<file path="config.mk">
export PLATFORM = sky130hd
export DESIGN_NAME = l2_writeback_buffer_flat
export DESIGN_NICKNAME = d
export VERILOG_FILES = /design/src/rtl/l2_writeback_buffer_if.sv /design/src/rtl/l2_writeback_buffer.sv /design/src/flat_wrapper.sv
export SDC_FILE = /design/constraint.sdc
export NUM_CORES = 1
export LEC_CHECK = 0
export ABC_AREA = 1
export CAP_MARGIN = 15
export CELL_PAD_IN_SITES_DETAIL_PLACEMENT = 1
export CELL_PAD_IN_SITES_GLOBAL_PLACEMENT = 1
export CORE_ASPECT_RATIO = 0.9
export CORE_UTILIZATION = 44
export DETAILED_ROUTE_END_ITERATION = 6
export PLACE_DENSITY = 0.94
export RECOVER_POWER = 25
export REMOVE_ABC_BUFFERS = 1
export SYNTH_ARGS = -nofsm -noshare
export SYNTH_HDL_FRONTEND = slang
export SYNTH_SLANG_ARGS = --single-unit
</file>
<file path="constraint.sdc">
create_clock -name clk -period 12.2 [get_ports clk]
set_clock_uncertainty 0.1 [all_clocks]
set_input_delay 2.44 -clock clk [delete_from_list [all_inputs] [get_ports clk]]
set_output_delay 2.44 -clock clk [all_outputs]
set_load 0.03 [all_outputs]
</file>
<file path="src/rtl/l2_writeback_buffer_if.sv">
// rtl/l2_writeback_buffer_if.sv - eviction, dmem write and load-forwarding signal bundle
// The L2/memory side drives through master; the buffer sits on slave.
interface l2_writeback_buffer_if #(
    parameter int ADDR_W = 32,
    parameter int DATA_W = 32
);
    logic              evict_valid;
    logic [6:0]        evict_opcode;
    logic [ADDR_W-1:0] evict_addr;
    logic [DATA_W-1:0] evict_data;
    logic              dmem_wr_en;
    logic [ADDR_W-1:0] dmem_addr;
    logic [DATA_W-1:0] dmem_wdata;
    logic              dmem_ready;
    logic [ADDR_W-1:0] lookup_addr;
    logic              fwd_hit;
    logic [DATA_W-1:0] fwd_data;

    modport master (
        output evict_valid, evict_opcode, evict_addr, evict_data, dmem_ready, lookup_addr,
        input  dmem_wr_en, dmem_addr, dmem_wdata, fwd_hit, fwd_data
    );

    modport slave (
        input  evict_valid, evict_opcode, evict_addr, evict_data, dmem_ready, lookup_addr,
        output dmem_wr_en, dmem_addr, dmem_wdata, fwd_hit, fwd_data
    );
endinterface

</file>
<file path="src/rtl/l2_writeback_buffer.sv">
// rtl/l2_writeback_buffer.sv - posted L2 write buffer with coalescing and load forwarding
// Entries drain in order to dmem; the head being written is locked against coalescing.
module l2_writeback_buffer #(
    parameter int DEPTH  = 4,
    parameter int ADDR_W = 32,
    parameter int DATA_W = 32
) (
    input  logic                       clk,
    input  logic                       reset,
    l2_writeback_buffer_if.slave       bus,
    output logic                       buf_full,
    output logic                       buf_empty,
    output logic [$clog2(DEPTH+1)-1:0] count,
    output logic                       overflow
);
    localparam int PTR_W = $clog2(DEPTH);
    localparam int CNT_W = $clog2(DEPTH+1);
    localparam logic [6:0] STORE_OP = 7'b0100011;

    typedef enum logic {IDLE = 1'b0, WRITE = 1'b1} state_t;

    state_t            state_q, state_d;
    logic [DEPTH-1:0]  valid_q, valid_d;
    logic [ADDR_W-1:0] addr_q [DEPTH];
    logic [ADDR_W-1:0] addr_d [DEPTH];
    logic [DATA_W-1:0] data_q [DEPTH];
    logic [DATA_W-1:0] data_d [DEPTH];
    logic [PTR_W-1:0]  wr_ptr_q, wr_ptr_d, rd_ptr_q, rd_ptr_d;
    logic [CNT_W-1:0]  count_q, count_d;
    logic              overflow_q, overflow_d;
    logic              dmem_wr_en_q, dmem_wr_en_d;
    logic [ADDR_W-1:0] dmem_addr_q, dmem_addr_d;
    logic [DATA_W-1:0] dmem_wdata_q, dmem_wdata_d;

    logic              enq_req, push, pop, coal_hit, hit;
    logic [PTR_W-1:0]  coal_idx, head_sel, idx;
    logic [DATA_W-1:0] hit_data;

    always_comb begin
        valid_d      = valid_q;
        addr_d       = addr_q;
        data_d       = data_q;
        wr_ptr_d     = wr_ptr_q;
        rd_ptr_d     = rd_ptr_q;
        count_d      = count_q;
        overflow_d   = overflow_q;
        state_d      = state_q;
        dmem_wr_en_d = dmem_wr_en_q;
        dmem_addr_d  = dmem_addr_q;
        dmem_wdata_d = dmem_wdata_q;
        push         = 1'b0;
        pop          = 1'b0;
        coal_hit     = 1'b0;
        coal_idx     = '0;
        hit          = 1'b0;
        hit_data     = '0;
        idx          = '0;
        enq_req      = bus.evict_valid && (bus.evict_opcode == STORE_OP);

        // Walk oldest to youngest so the last match found is the youngest.
        for (int k = 0; k < DEPTH; k++) begin
            idx = rd_ptr_q + PTR_W'(k);
            if (valid_q[idx] && addr_q[idx] == bus.lookup_addr) begin
                hit      = 1'b1;
                hit_data = data_q[idx];
            end
            if (valid_q[idx] && addr_q[idx] == bus.evict_addr &&
                !(state_q == WRITE && idx == rd_ptr_q)) begin
                coal_hit = 1'b1;
                coal_idx = idx;
            end
        end

        if (enq_req) begin
            if (coal_hit) begin
                data_d[coal_idx] = bus.evict_data;
            end else if (count_q == CNT_W'(DEPTH)) begin
                overflow_d = 1'b1;
            end else begin
                push             = 1'b1;
                valid_d[wr_ptr_q] = 1'b1;
                addr_d[wr_ptr_q]  = bus.evict_addr;
                data_d[wr_ptr_q]  = bus.evict_data;
                wr_ptr_d          = wr_ptr_q + 1'b1;
            end
        end

        // Entry to be presented next; a same-cycle coalesce into it must not be missed.
        head_sel = (state_q == WRITE) ? rd_ptr_q + 1'b1 : rd_ptr_q;

        case (state_q)
            IDLE: begin
                if (count_q != '0) begin
                    dmem_wr_en_d = 1'b1;
                    dmem_addr_d  = addr_q[head_sel];
                    dmem_wdata_d = (enq_req && coal_hit && coal_idx == head_sel) ?
                                   bus.evict_data : data_q[head_sel];
                    state_d      = WRITE;
                end
            end
            WRITE: begin
                if (bus.dmem_ready) begin
                    pop               = 1'b1;
                    valid_d[rd_ptr_q] = 1'b0;
                    rd_ptr_d          = rd_ptr_q + 1'b1;
                    if (count_q > CNT_W'(1)) begin
                        dmem_addr_d  = addr_q[head_sel];
                        dmem_wdata_d = (enq_req && coal_hit && coal_idx == head_sel) ?
                                       bus.evict_data : data_q[head_sel];
                    end else begin
                        dmem_wr_en_d = 1'b0;
                        state_d      = IDLE;
                    end
                end
            end
            default: state_d = IDLE;
        endcase

        count_d = count_q + CNT_W'(push) - CNT_W'(pop);
    end

    always_ff @(posedge clk) begin
        if (reset) begin
            state_q      <= IDLE;
            valid_q      <= '0;
            addr_q       <= '{default: '0};
            data_q       <= '{default: '0};
            wr_ptr_q     <= '0;
            rd_ptr_q     <= '0;
            count_q      <= '0;
            overflow_q   <= 1'b0;
            dmem_wr_en_q <= 1'b0;
            dmem_addr_q  <= '0;
            dmem_wdata_q <= '0;
        end else begin
            state_q      <= state_d;
            valid_q      <= valid_d;
            addr_q       <= addr_d;
            data_q       <= data_d;
            wr_ptr_q     <= wr_ptr_d;
            rd_ptr_q     <= rd_ptr_d;
            count_q      <= count_d;
            overflow_q   <= overflow_d;
            dmem_wr_en_q <= dmem_wr_en_d;
            dmem_addr_q  <= dmem_addr_d;
            dmem_wdata_q <= dmem_wdata_d;
        end
    end

    assign buf_full       = (count_q == CNT_W'(DEPTH));
    assign buf_empty      = (count_q == '0);
    assign count          = count_q;
    assign overflow       = overflow_q;
    assign bus.dmem_wr_en = dmem_wr_en_q;
    assign bus.dmem_addr  = dmem_addr_q;
    assign bus.dmem_wdata = dmem_wdata_q;
    assign bus.fwd_hit    = hit;
    assign bus.fwd_data   = hit_data;
endmodule
</file>
<file path="src/flat_wrapper.sv">
// flat-port wrapper written by rule: the top's interface ports become plain ports
module l2_writeback_buffer_flat 
#(
    parameter int DEPTH  = 4,
    parameter int ADDR_W = 32,
    parameter int DATA_W = 32
)
  (clk, reset, buf_full, buf_empty, count, overflow, bus_evict_valid, bus_evict_opcode, bus_evict_addr, bus_evict_data, bus_dmem_ready, bus_lookup_addr, bus_dmem_wr_en, bus_dmem_addr, bus_dmem_wdata, bus_fwd_hit, bus_fwd_data);
  l2_writeback_buffer_if #(.ADDR_W(ADDR_W), .DATA_W(DATA_W)) bus_i ();
  input  logic clk;
  input  logic reset;
  output logic buf_full;
  output logic buf_empty;
  output logic [$clog2(DEPTH+1)-1:0] count;
  output logic overflow;
  input wire logic [$bits(bus_i.evict_valid)-1:0] bus_evict_valid;
  input wire logic [$bits(bus_i.evict_opcode)-1:0] bus_evict_opcode;
  input wire logic [$bits(bus_i.evict_addr)-1:0] bus_evict_addr;
  input wire logic [$bits(bus_i.evict_data)-1:0] bus_evict_data;
  input wire logic [$bits(bus_i.dmem_ready)-1:0] bus_dmem_ready;
  input wire logic [$bits(bus_i.lookup_addr)-1:0] bus_lookup_addr;
  output wire logic [$bits(bus_i.dmem_wr_en)-1:0] bus_dmem_wr_en;
  output wire logic [$bits(bus_i.dmem_addr)-1:0] bus_dmem_addr;
  output wire logic [$bits(bus_i.dmem_wdata)-1:0] bus_dmem_wdata;
  output wire logic [$bits(bus_i.fwd_hit)-1:0] bus_fwd_hit;
  output wire logic [$bits(bus_i.fwd_data)-1:0] bus_fwd_data;
  assign bus_i.evict_valid = bus_evict_valid;
  assign bus_i.evict_opcode = bus_evict_opcode;
  assign bus_i.evict_addr = bus_evict_addr;
  assign bus_i.evict_data = bus_evict_data;
  assign bus_i.dmem_ready = bus_dmem_ready;
  assign bus_i.lookup_addr = bus_lookup_addr;
  assign bus_dmem_wr_en = bus_i.dmem_wr_en;
  assign bus_dmem_addr = bus_i.dmem_addr;
  assign bus_dmem_wdata = bus_i.dmem_wdata;
  assign bus_fwd_hit = bus_i.fwd_hit;
  assign bus_fwd_data = bus_i.fwd_data;
  l2_writeback_buffer #(.DEPTH(DEPTH), .ADDR_W(ADDR_W), .DATA_W(DATA_W)) u_core (.clk(clk), .reset(reset), .bus(bus_i), .buf_full(buf_full), .buf_empty(buf_empty), .count(count), .overflow(overflow));
endmodule
</file>
==> results.cfg <==
[detailed_routing]
met1_length_mm = 51.0
firstDrtPassIters = 5
drc = 0
drt-total-wl_mm = 129
wl_met3_mm = 11.1
route.vias.total = 33100
dr.max_layer_used = met5
wl_per_cell_um = 24.4
ant_nets = 0
drtIter0Drc = 3795
wl_met2_mm = 60.2
drt-vias-per-instance = 6.26

[outcome]
failed_checks = capacitance limit, slew limit
status = finished with violations

[power]
p_comb_share_pct = 54.8
p_sw_mw = 2.85
power_density_nw_per_um2 = 191
vdd_ir_drop_max_mv = 0.198
p_leak_nw = 12.5
power_frac_seq_pct = 23.0
p_int_mw = 2.70
switching_share_pct = 51.4
clockPowerShare_pct = 22.2

[floorplan]
initial_core_util_pct = 44.8
die_area_sq_um = 59500
io_pins = 211
dieHeight_um = 231
rows = 83
die-width_um = 257
placeableCoreArea_sq_um = 57400

[clock_network]
clk_latency_ps = 590
post_cts_resized = 0
postCtsHoldBufs = 0
numCtsBuffers = 39
clock_sinks = 334
cts-htree-levels = 2
cts_tree = yes
cts.clk_slew.worst_paths_ps = 60
cts-root-buf = clkbuf_16
clockBufferDepth = 3
cts_setup_buffers = 0

[logic_synthesis]
syn_avg_cell_area_sq_um = 5.70
syn_inst = 4514
yosysTopAreaCellShare_pct = 26.0
yosysSeqAreaShare_pct = 26.0
synth_cell_types = 44
synth_area_leaders = dfxtp_1, nand2_1, o21ai_0, nand3_1, nor2_1
synth-edff-count = 0
synth_seq_cells = 334
synth_area_sq_um = 25700
synth_top_area_cell = dfxtp_1
yosys_warnings = 0
async_flop_share_pct = 0
synthFlopType = dfxtp_1

[worst_setup_path]
crit_type = in -> reg
critPathMaxStageDelay_ps = 3480
reg2reg_slack_ps = 5520
cp_max_fo = 134
cp.arrival_ps = 10430
critPathRequiredTime_ps = 12540
cp-endpoint = u_core.addr_q[55]
crit_chain = dlygate4sd3_1, clkinvlp_2, clkbuf_1, buf_4, o21ai_0, a21oi_1
start_kind = input pin
cp-startpoint = reset
crit_slowest_cell = clkinvlp_2
rr_worst_depth = 23
r2r-end = u_core.data_q[117]
r2r-start = u_core.rd_ptr_q[0]
worstSetupEndpointType = flop

[flow_run]
drv_cap = 2

[sta]
setup_viol = 0
slew_headroom_pct = -210
worst_slew_pin_slew_ps = 4620
hold_violations = 0
layout_min_cycle_time_ps = 10100
fin_tns_setup_ps = 0
rsz0062_at_grt = false
report.final.slew_viol_count = 225
final_min_period_over_clock_period_pct = 82.8
fmax_mhz = 99.0

[placed_design]
hpwlAfterDp_mm = 87.0
io_buffers = 210
dp.cells = 5217
place_area_sq_um = 27800
gp_congestion = 1.13

[grt]
grt_pass1_wl_mm = 197
grt_start_max_net_pins = 135
grt-ovfl-total = 0
grt_pass1_vias = 33400
track_usage_pct = 42.2
antenna_found_initial = 6

[worst_hold_path]
hold_path_class = reg -> reg
min_path_cells = 1

[final_layout]
design_area_sq_um = 29100
nFillCells = 8098
ff_latch_area_sq_um = 6690
drive_above_1_share_pct = 3.05
area_growth_pct = 12.9
fin_nets = 4613
fin_cells = 5288
multi_input_area_sq_um = 16600
## power groups by stage
stage / sequential [mW] / clock [mW] / combinational [mW]
final: 1.27 / 1.23 / 3.04
after global routing: 1.28 / 1.28 / 3.23
after global placement: 1.30 / 0 / 2.87
after floorplan: 1.53 / 0 / 1.63
after CTS: 1.28 / 1.24 / 2.98
after detailed placement: 1.30 / 0 / 2.93
## critical path, delay by kind of cell
kind	cells	cell delay [ps]
buffers and inverters	4	7440
AOI/OAI and AO/OA	2	370
## sequential cells by signal, indices dropped and copies added, names as in the netlist
signal / flops
u_core.addr_q: 128
u_core.overflow: 1
u_core.state_q: 1
u_core.rd_ptr_q: 2
u_core.valid_q: 4
u_core.bus.dmem_addr: 32
u_core.count: 3
u_core.bus.dmem_wdata: 32
u_core.data_q: 128
u_core.bus.dmem_wr_en: 1
u_core.wr_ptr_q: 2
## cell families after synthesis
group                    count (synthesis)  synth area share, %
AO/OA/AOI/OAI                         1123                 23.3
XOR/XNOR                                85                 2.89
AND/OR/NAND/NOR                       2339                 37.2
flip-flops                             334                 26.0
buffers and inverters                  620                 10.0
adder cells (fa/ha/maj)                 13                0.661
## synth_stat cells, drive strengths merged, types with 5 or more instances
library cell,n
nand4,28
xor2,77
a221oi,12
nor2,547
inv,309
a31oi,17
nand3,435
o211ai,21
o22ai,38
dfxtp,334
nor4,11
nand2,1280
ha,12
a21oi,300
nand3b,9
clkbuf,178
nor3,12
o21bai,29
and2,8
buf,128
clkinv,5
xnor2,8
a211oi,39
o21ai,660
## per-layer routing
metal  track usage [%]  up-vias
met4              21.5        6
li1                  -    14800
met1              51.5    16100
met5                 0        -
met3              7.48      439
met2              71.3     1751
## per-stage QoR
stage	hold slack (ps)	utilization, %	power [mW]	worst slack, ps
after global placement	347	48.4	4.17	3000
after detailed placement	362	48.4	4.23	2920
after floorplan	355	-	3.16	-7230
final	362	50.6	5.55	2100
after CTS	375	50.6	5.50	2680
after global routing	381	50.6	5.79	1710
## cells in the final DEF (no fill, tap or decap), drive strengths merged, types with 4 or more instances in the layout
cell type,instances
xnor2,8
dlygate4sd3,73
a211oi,39
nor4,11
ha,12
clkdlybuf4s50,137
nor2,547
nor3,12
dfxtp,334
xor2,77
clkinv,14
nand4,28
a221oi,12
and2,8
buf,33
clkbuf,55
inv,308
nand3,435
a31oi,17
nand3b,9
o21a,4
o21bai,29
nand2,1280
a21oi,300
o211ai,21
o22ai,38
o21ai,660
## area by class of cell
cell class                      instances  share of cell area [%]
Clock buffer                           54                    3.86
Multi-Input combinational cell       3560                    57.0
Inverter                              314                    4.10
Antenna cell                            3                  0.0258
Sequential cell                       334                    23.0
Timing Repair Buffer                  244                    8.10
Clock inverter                         14                   0.594
Tap cell                              765                    3.29
## worst min path at each step
stage / start / end / slack, ps
finish: u_core.overflow / u_core.overflow / 360
global route: u_core.bus.dmem_wr_en / u_core.bus.dmem_wr_en / 380
CTS: u_core.bus.dmem_wr_en / u_core.bus.dmem_wr_en / 370
detailed placement: u_core.overflow / u_core.overflow / 360
global placement: u_core.overflow / u_core.overflow / 350
floorplan: u_core.data_q[29] / u_core.data_q[29] / 360
(Power assumes the default switching activity.)
